$ cat config.mk
export PLATFORM = sky130hd
export DESIGN_NAME = mux_arbiter_flat
export DESIGN_NICKNAME = d
export VERILOG_FILES = /design/src/rtl/mux_arbiter_if.sv /design/src/rtl/mux_arbiter.sv /design/src/flat_wrapper.sv
export SDC_FILE = /design/constraint.sdc
export NUM_CORES = 1
export LEC_CHECK = 0
export ABC_AREA = 1
export BUFFER_PORTS_ARGS = -buffer_cell sky130_fd_sc_hd__clkbuf_2
export CAP_MARGIN = 40
export CORE_MARGIN = 8
export CORE_UTILIZATION = 40
export CTS_CLUSTER_DIAMETER = 100
export DETAILED_ROUTE_END_ITERATION = 16
export PLACE_DENSITY_LB_ADDON = 0.05
export SYNTH_ARGS = -nofsm -noshare
export SYNTH_HDL_FRONTEND = slang
export SYNTH_SLANG_ARGS = --single-unit
$ cat constraint.sdc
create_clock -name clk -period 1.9 [get_ports clk]
set_input_delay 0.19 -clock clk [delete_from_list [all_inputs] [get_ports clk]]
set_output_delay 0.19 -clock clk [all_outputs]
set_load 0.005 [all_outputs]
$ cat src/rtl/mux_arbiter_if.sv
// Handshake bundle between two requesters, the mux_arbiter and the downstream consumer.
// The arbiter takes the master modport; the requester/consumer side takes slave.
interface mux_arbiter_if #(
   parameter int unsigned WIDTH = 8
);
   logic             req_a;
   logic [WIDTH-1:0] data_a;
   logic             ack_a;
   logic             req_b;
   logic [WIDTH-1:0] data_b;
   logic             ack_b;
   logic             select;
   logic [WIDTH-1:0] out;
   logic             out_valid;
   logic             out_ready;

   modport master (
      input  req_a, data_a, req_b, data_b, out_ready,
      output ack_a, ack_b, select, out, out_valid
   );

   modport slave (
      output req_a, data_a, req_b, data_b, out_ready,
      input  ack_a, ack_b, select, out, out_valid
   );
endinterface

$ cat src/rtl/mux_arbiter.sv
// Two-requester round-robin arbiter feeding one registered valid/ready output stream.
// Optional burst lock enabled by defining MUX_ARBITER_LOCK_EN (adds the lock input).
module mux_arbiter #(
   parameter int unsigned WIDTH = 8
) (
   input logic           clk,
   input logic           reset_n,
`ifdef MUX_ARBITER_LOCK_EN
   input logic           lock,
`endif
   mux_arbiter_if.master bus
);

   typedef enum logic [0:0] {StEmpty, StFull} state_e;

   state_e           state_q, state_d;
   logic             last_grant_q, last_grant_d;
   logic             select_q, select_d;
   logic [WIDTH-1:0] out_q, out_d;

   logic req_a_eff, req_b_eff;
   logic capture, winner;

`ifdef MUX_ARBITER_LOCK_EN
   logic lock_q, granted_q, lock_eff;

   // A lock rising before anything was ever granted has no owner yet, so it is ignored.
   assign lock_eff  = lock & (lock_q | (state_q == StFull) | granted_q);
   assign req_a_eff = bus.req_a & ~(lock_eff & last_grant_q);
   assign req_b_eff = bus.req_b & ~(lock_eff & ~last_grant_q);

   always_ff @(posedge clk or negedge reset_n) begin
      if (!reset_n) begin
         lock_q    <= 1'b0;
         granted_q <= 1'b0;
      end else begin
         lock_q <= lock;
         if (capture) granted_q <= 1'b1;
      end
   end
`else
   assign req_a_eff = bus.req_a;
   assign req_b_eff = bus.req_b;
`endif

   // Ties go to whoever was not served last; a lone request wins outright.
   assign winner  = (req_a_eff & req_b_eff) ? ~last_grant_q : req_b_eff;
   // Gated by reset_n so no ack escapes while reset is asserted.
   assign capture = reset_n & (req_a_eff | req_b_eff) & ((state_q == StEmpty) | bus.out_ready);

   always_comb begin
      state_d      = state_q;
      last_grant_d = last_grant_q;
      select_d     = select_q;
      out_d        = out_q;
      unique case (state_q)
         StEmpty: if (capture) state_d = StFull;
         StFull: begin
            if (capture)            state_d = StFull;
            else if (bus.out_ready) state_d = StEmpty;
         end
         default: state_d = StEmpty;
      endcase
      if (capture) begin
         last_grant_d = winner;
         select_d     = winner;
         out_d        = winner ? bus.data_b : bus.data_a;
      end
   end

   always_ff @(posedge clk or negedge reset_n) begin
      if (!reset_n) begin
         state_q      <= StEmpty;
         last_grant_q <= 1'b1;
         select_q     <= 1'b0;
         out_q        <= '0;
      end else begin
         state_q      <= state_d;
         last_grant_q <= last_grant_d;
         select_q     <= select_d;
         out_q        <= out_d;
      end
   end

   assign bus.ack_a     = capture & ~winner;
   assign bus.ack_b     = capture & winner;
   assign bus.select    = select_q;
   assign bus.out       = out_q;
   assign bus.out_valid = (state_q == StFull);

endmodule

$ cat src/flat_wrapper.sv
// flat-port wrapper written by rule: the top's interface ports become plain ports
module mux_arbiter_flat 
#(
   parameter int unsigned WIDTH = 8
)
  (clk, reset_n, bus_req_a, bus_data_a, bus_req_b, bus_data_b, bus_out_ready, bus_ack_a, bus_ack_b, bus_select, bus_out, bus_out_valid);
  mux_arbiter_if #(.WIDTH(WIDTH)) bus_i ();
  input logic clk;
  input logic reset_n;
  input wire logic [$bits(bus_i.req_a)-1:0] bus_req_a;
  input wire logic [$bits(bus_i.data_a)-1:0] bus_data_a;
  input wire logic [$bits(bus_i.req_b)-1:0] bus_req_b;
  input wire logic [$bits(bus_i.data_b)-1:0] bus_data_b;
  input wire logic [$bits(bus_i.out_ready)-1:0] bus_out_ready;
  output wire logic [$bits(bus_i.ack_a)-1:0] bus_ack_a;
  output wire logic [$bits(bus_i.ack_b)-1:0] bus_ack_b;
  output wire logic [$bits(bus_i.select)-1:0] bus_select;
  output wire logic [$bits(bus_i.out)-1:0] bus_out;
  output wire logic [$bits(bus_i.out_valid)-1:0] bus_out_valid;
  assign bus_i.req_a = bus_req_a;
  assign bus_i.data_a = bus_data_a;
  assign bus_i.req_b = bus_req_b;
  assign bus_i.data_b = bus_data_b;
  assign bus_i.out_ready = bus_out_ready;
  assign bus_ack_a = bus_i.ack_a;
  assign bus_ack_b = bus_i.ack_b;
  assign bus_select = bus_i.select;
  assign bus_out = bus_i.out;
  assign bus_out_valid = bus_i.out_valid;
  mux_arbiter #(.WIDTH(WIDTH)) u_core (.clk(clk), .reset_n(reset_n), .bus(bus_i));
endmodule
# Word-level counts from Yosys, hierarchy flattened
# Cells that the tools add are included.
[totals]
wordCells = 20
in_bits = 21
ff_bits = 11
[classes]
bitwise = 10
muxes = 6
[op_table]
columns = ["op", "n"]
rows = [
  ["$mux W8", 1],
  ["$and A1 B1 Y1", 5],
  ["$mux W1", 4],
  ["$not A1 Y1", 3],
  ["$or A1 B1 Y1", 2],
  ["$pmux W1 S2", 1],
]

# Logic depth before layout (Yosys ltp)
[logic_depth]
word_depth = 5
ltp_mapped = 6
mapped_depth_nobuf = 6

# Least setup slack after synthesis
# OpenSTA, ideal clock, no wires.
[synth_path]
kind = "reg2out"
from = "register u_core.last_grant_q"
to = "output bus_ack_a"
path_slack_ps = 801
n_path_buf = 0
path_stages_with_launch = 5
t_required_ps = 1710
arrival_ps = 909
cell_sequence = "dfstp_2 > nand2_2 > nand2_4 > inv_1 > nor2_1"
[synth_between]
elab_chain_cells = 4
[synth_rtl]
columns = ["element", "line_no", "source"]
rows = [
  ["start: declaration", "mux_arbiter.sv:17", "logic last_grant_q, last_grant_d;"],
  ["start signal: assignment", "mux_arbiter.sv:79", "last_grant_q <= last_grant_d;"],
  ["$not A1 Y1", "mux_arbiter.sv:47", "assign winner = (req_a_eff & req_b_eff) ? ~last_grant_q : req_b_eff;"],
  ["$mux W1", "mux_arbiter.sv:47", ""],
  ["$not A1 Y1", "mux_arbiter.sv:85", "assign bus.ack_a = capture & ~winner;"],
  ["$and A1 B1 Y1", "mux_arbiter.sv:85", ""],
  ["end: declaration", "flat_wrapper.sv:15", "output wire logic [$bits(bus_i.ack_a)-1:0] bus_ack_a;"],
]
# Every way passes these cells.

# Worst setup path after layout
[layout_path]
from = "input reset_n"
to = "output bus_ack_b"
[layout_between]
elab_chain_cells = 3
[layout_rtl]
columns = ["element", "line_no", "source"]
rows = [
  ["start: declaration", "flat_wrapper.sv:9", "input logic reset_n;"],
  ["$and A1 B1 Y1 (2 in a row)", "mux_arbiter.sv:49", "assign capture = reset_n & (req_a_eff | req_b_eff) & ((state_q == StEmpty) | bus.out_ready);"],
  ["$and A1 B1 Y1", "mux_arbiter.sv:86", "assign bus.ack_b = capture & winner;"],
  ["end: declaration", "flat_wrapper.sv:16", "output wire logic [$bits(bus_i.ack_b)-1:0] bus_ack_b;"],
]
# Every way passes these cells.

==> run_results.csv <==
group,metric,value,unit
timing,fin_crit,1.72,ns
floorplan,die_h,54.3,um
cts,cts_buffers,3,
timing,skew,0.00669,ns
worst_setup_path,cp_top_family,"buffers and inverters",
floorplan,fp.dieArea,2950,um2
timing,grt_setup_unrepaired,"no",
logic_synthesis,yosysSeqAreaShare,47.1,%
global_routing,grt_max_degree,14,
worst_setup_path,critPathBufInv,4,
routing,route.detailed.drc,0,
worst_setup_path,arrival,1.53,ns
timing,slew_violations,0,
routing,num_vias,602,
floorplan,core_region_area,1440,um2
timing,fmax,582,MHz
timing,hold_violations,0,
global_routing,antenna_found_initial,0,
cts,clk_pin_slew,0.08,ns
logic_synthesis,synth_area_leaders,"dfrtp_1 (43%), nand2_1 (29%), nand3_1 (6.8%), dfstp_2 (4.5%), inv_1 (2.6%)",
global_routing,grt_pass1_wl,2.60,mm
logic_synthesis,synthAdderAreaFrac,0,%
cts,root_buffer,"clkbuf_4",
routing,drt.antenna.violating_nets,0,
worst_setup_path,crit_chain,"dlygate4sd3_1, clkbuf_4, o21ai_2, nor2_4, nand2_2, inv_1, clkbuf_2",
worst_setup_path,slowest_stage,"dlygate4sd3_1",
logic_synthesis,synth_top_family_by_area,"simple AND/OR/NAND/NOR gates",
logic_synthesis,yosysWarnings,0,
floorplan,std_cell_rows,14,
finish,antennaDiodeCount,0,
worst_setup_path,worstPathMaxFanout,13,
pwr,p_leak,0.516,nW
cts,cts_buffer_depth,2,
floorplan,start_util,40.9,%
status,status,"finished clean",
logic_synthesis,syn_area,587,um2
routing,avgViaCountPerCell,4.53,
run,maxCapViolCount,0,
timing,setup_viol,0,
hold_path,hp-class,"primary input to flip-flop",
floorplan,die_w,54.3,um
worst_setup_path,cp-end-kind,"output port",
timing,worst_slew_pin_slew,0.251,ns
pwr,vdd_drop_max,0.387,mV
logic_synthesis,yosys.area.top_type,"dfrtp_1",
timing,fin_setup_tns,0,ns
placement,portBuffers,32,
worst_setup_path,critPathRequiredTime,1.71,ns
floorplan,io_pins,33,
finish,fin_nets,139,
logic_synthesis,syn_avg_cell_area,7.43,um2
logic_synthesis,ys_seq_elements,11,
global_routing,overflow,0,
logic_synthesis,synth_mux_area_share,0,%
logic_synthesis,synth.distinct_cells,14,
logic_synthesis,synthXorXnorAreaFrac,0,%
cts,cts_tree,"yes",
finish,syn_to_final_growth,38.2,%
finish,layout-drive-gt1-share,39.3,%
routing,drt_iter0_markers,12,
pwr,power,630,uW
logic_synthesis,netlist_instances,79,
worst_setup_path,cp-start-kind,"primary input",
pwr,power_density,777,nW/um2
logic_synthesis,syn-num-nets,100,
logic_synthesis,yosysTopAreaCellShare,42.6,%
routing,wire_per_inst,11.9,um
worst_setup_path,max_stage_delay,0.52,ns
routing,wl,1.58,mm
cts,clock_latency,0.27,ns
cts,htree_levels,1,
placement,dpl.hpwl,1.18,mm
placement,place.gp.congestion,0.744,
routing,first_pass_iters,4,
logic_synthesis,synth-compound-area-share,1.49,%
cts,cts_sinks,11,
timing,timing.final.crit_share,90.5,%
worst_setup_path,setup.worst_path.class,"primary input to output port",
timing,max_slew_margin,83.3,%
logic_synthesis,synthSimpleGateAreaFrac,45.6,%
global_routing,grt_usage,11.8,%
global_routing,grt_pass1_vias,626,
[metal layers]
layer  track usage (%)  wire [um]  vias to the layer above
li1                  -          -                      318
met1              14.6        697                      261
met2              18.9        739                       21
met3              2.99        121                        2
met4              4.92         19                        0
met5                 0          0                        -
[worst paths after layout]
path / start / endpoint / slack [ns] / depth (start not counted)
setup reg to reg: u_core.last_grant_q / u_core.bus.select / 0.78 / 5
min in group asynchronous: reset_n / u_core.bus.out[7] / 0.32 / 2
setup / recovery: reset_n / bus_ack_b / 0.18 / 7
max in group asynchronous: reset_n / u_core.last_grant_q / 1.34 / 2
hold reg to reg: u_core.bus.out[4] / u_core.bus.out[4] / 0.48 / 2
hold / removal: bus_req_a / u_core.bus.out_valid / 0.20 / 3
[area by class of cell]
| cell class | instances | area (um2) |
|---|---|---|
| inverters | 4 | 15.0 |
| clock buffers | 3 | 22.5 |
| fillers | 150 | 626 |
| clock inverters | 1 | 5.00 |
| well taps | 16 | 20.0 |
| flip-flops and latches | 11 | 277 |
| multi-input cells | 62 | 277 |
| repair buffers | 36 | 195 |
[flip-flops by register name, summed over array words and instances (netlist names)]
name                  flops
u_core.bus.out            8
u_core.bus.out_valid      1
u_core.bus.select         1
u_core.last_grant_q       1
[repair_timing]
action	CTS	global route
resized for setup	0	2
hold endpoints to repair	10	0
buffers inserted	0	3
setup endpoints to repair	0	2
hold buffers	1	0
[synthesized netlist by cell type (all sizes together)]
master / count
nand2: 49
inv: 4
buf: 2
nand3: 9
or2: 1
o21ai: 1
nor2: 2
dfrtp: 10
dfstp: 1
[report_power, final]
part	total, mW	switching (mW)	internal (mW)
combinational	0.173	0.0927	0.0806
sequential	0.296	0.0198	0.276
clock	0.161	0.0830	0.0778
total	0.630	0.196	0.435
[cell families (layout without fill, tap and decap cells)]
kind of cell,count (synthesis),in the layout
flops,11,11
buf+inv,6,44
simple gates,61,61
compound gates,1,1
[per-stage QoR]
stage	util [%]	cells	hold slack, ns	worst slack [ns]	area (um2)
after detailed placement	52.1	125	0.109	0.559	748
after floorplan	-	79	-0.106	0.801	587
after global placement	52.1	125	0.108	0.579	748
after CTS	54.7	130	0.197	0.0189	786
final	56.4	133	0.203	0.181	811
after global routing	56.4	133	0.218	0.0352	811
[worst reg2reg max path: stages (launching register included)]
cell,delay [ns]
dfstp_2,0.54
nand2_2,0.12
nand2_4,0.14
inv_1,0.07
nand2_2,0.08
nand2_1,0.05
[layout by cell type, fill, tap and decap left out, drive strengths merged]
cell type and n:
buf 3, dlygate4sd3 1, dfrtp 10, clkbuf 35, nor2 2, inv 4, nand2 49, o21ai 1
or2 1, nand3 9, clkinv 1, dfstp 1
(Power assumes the default switching activity.)
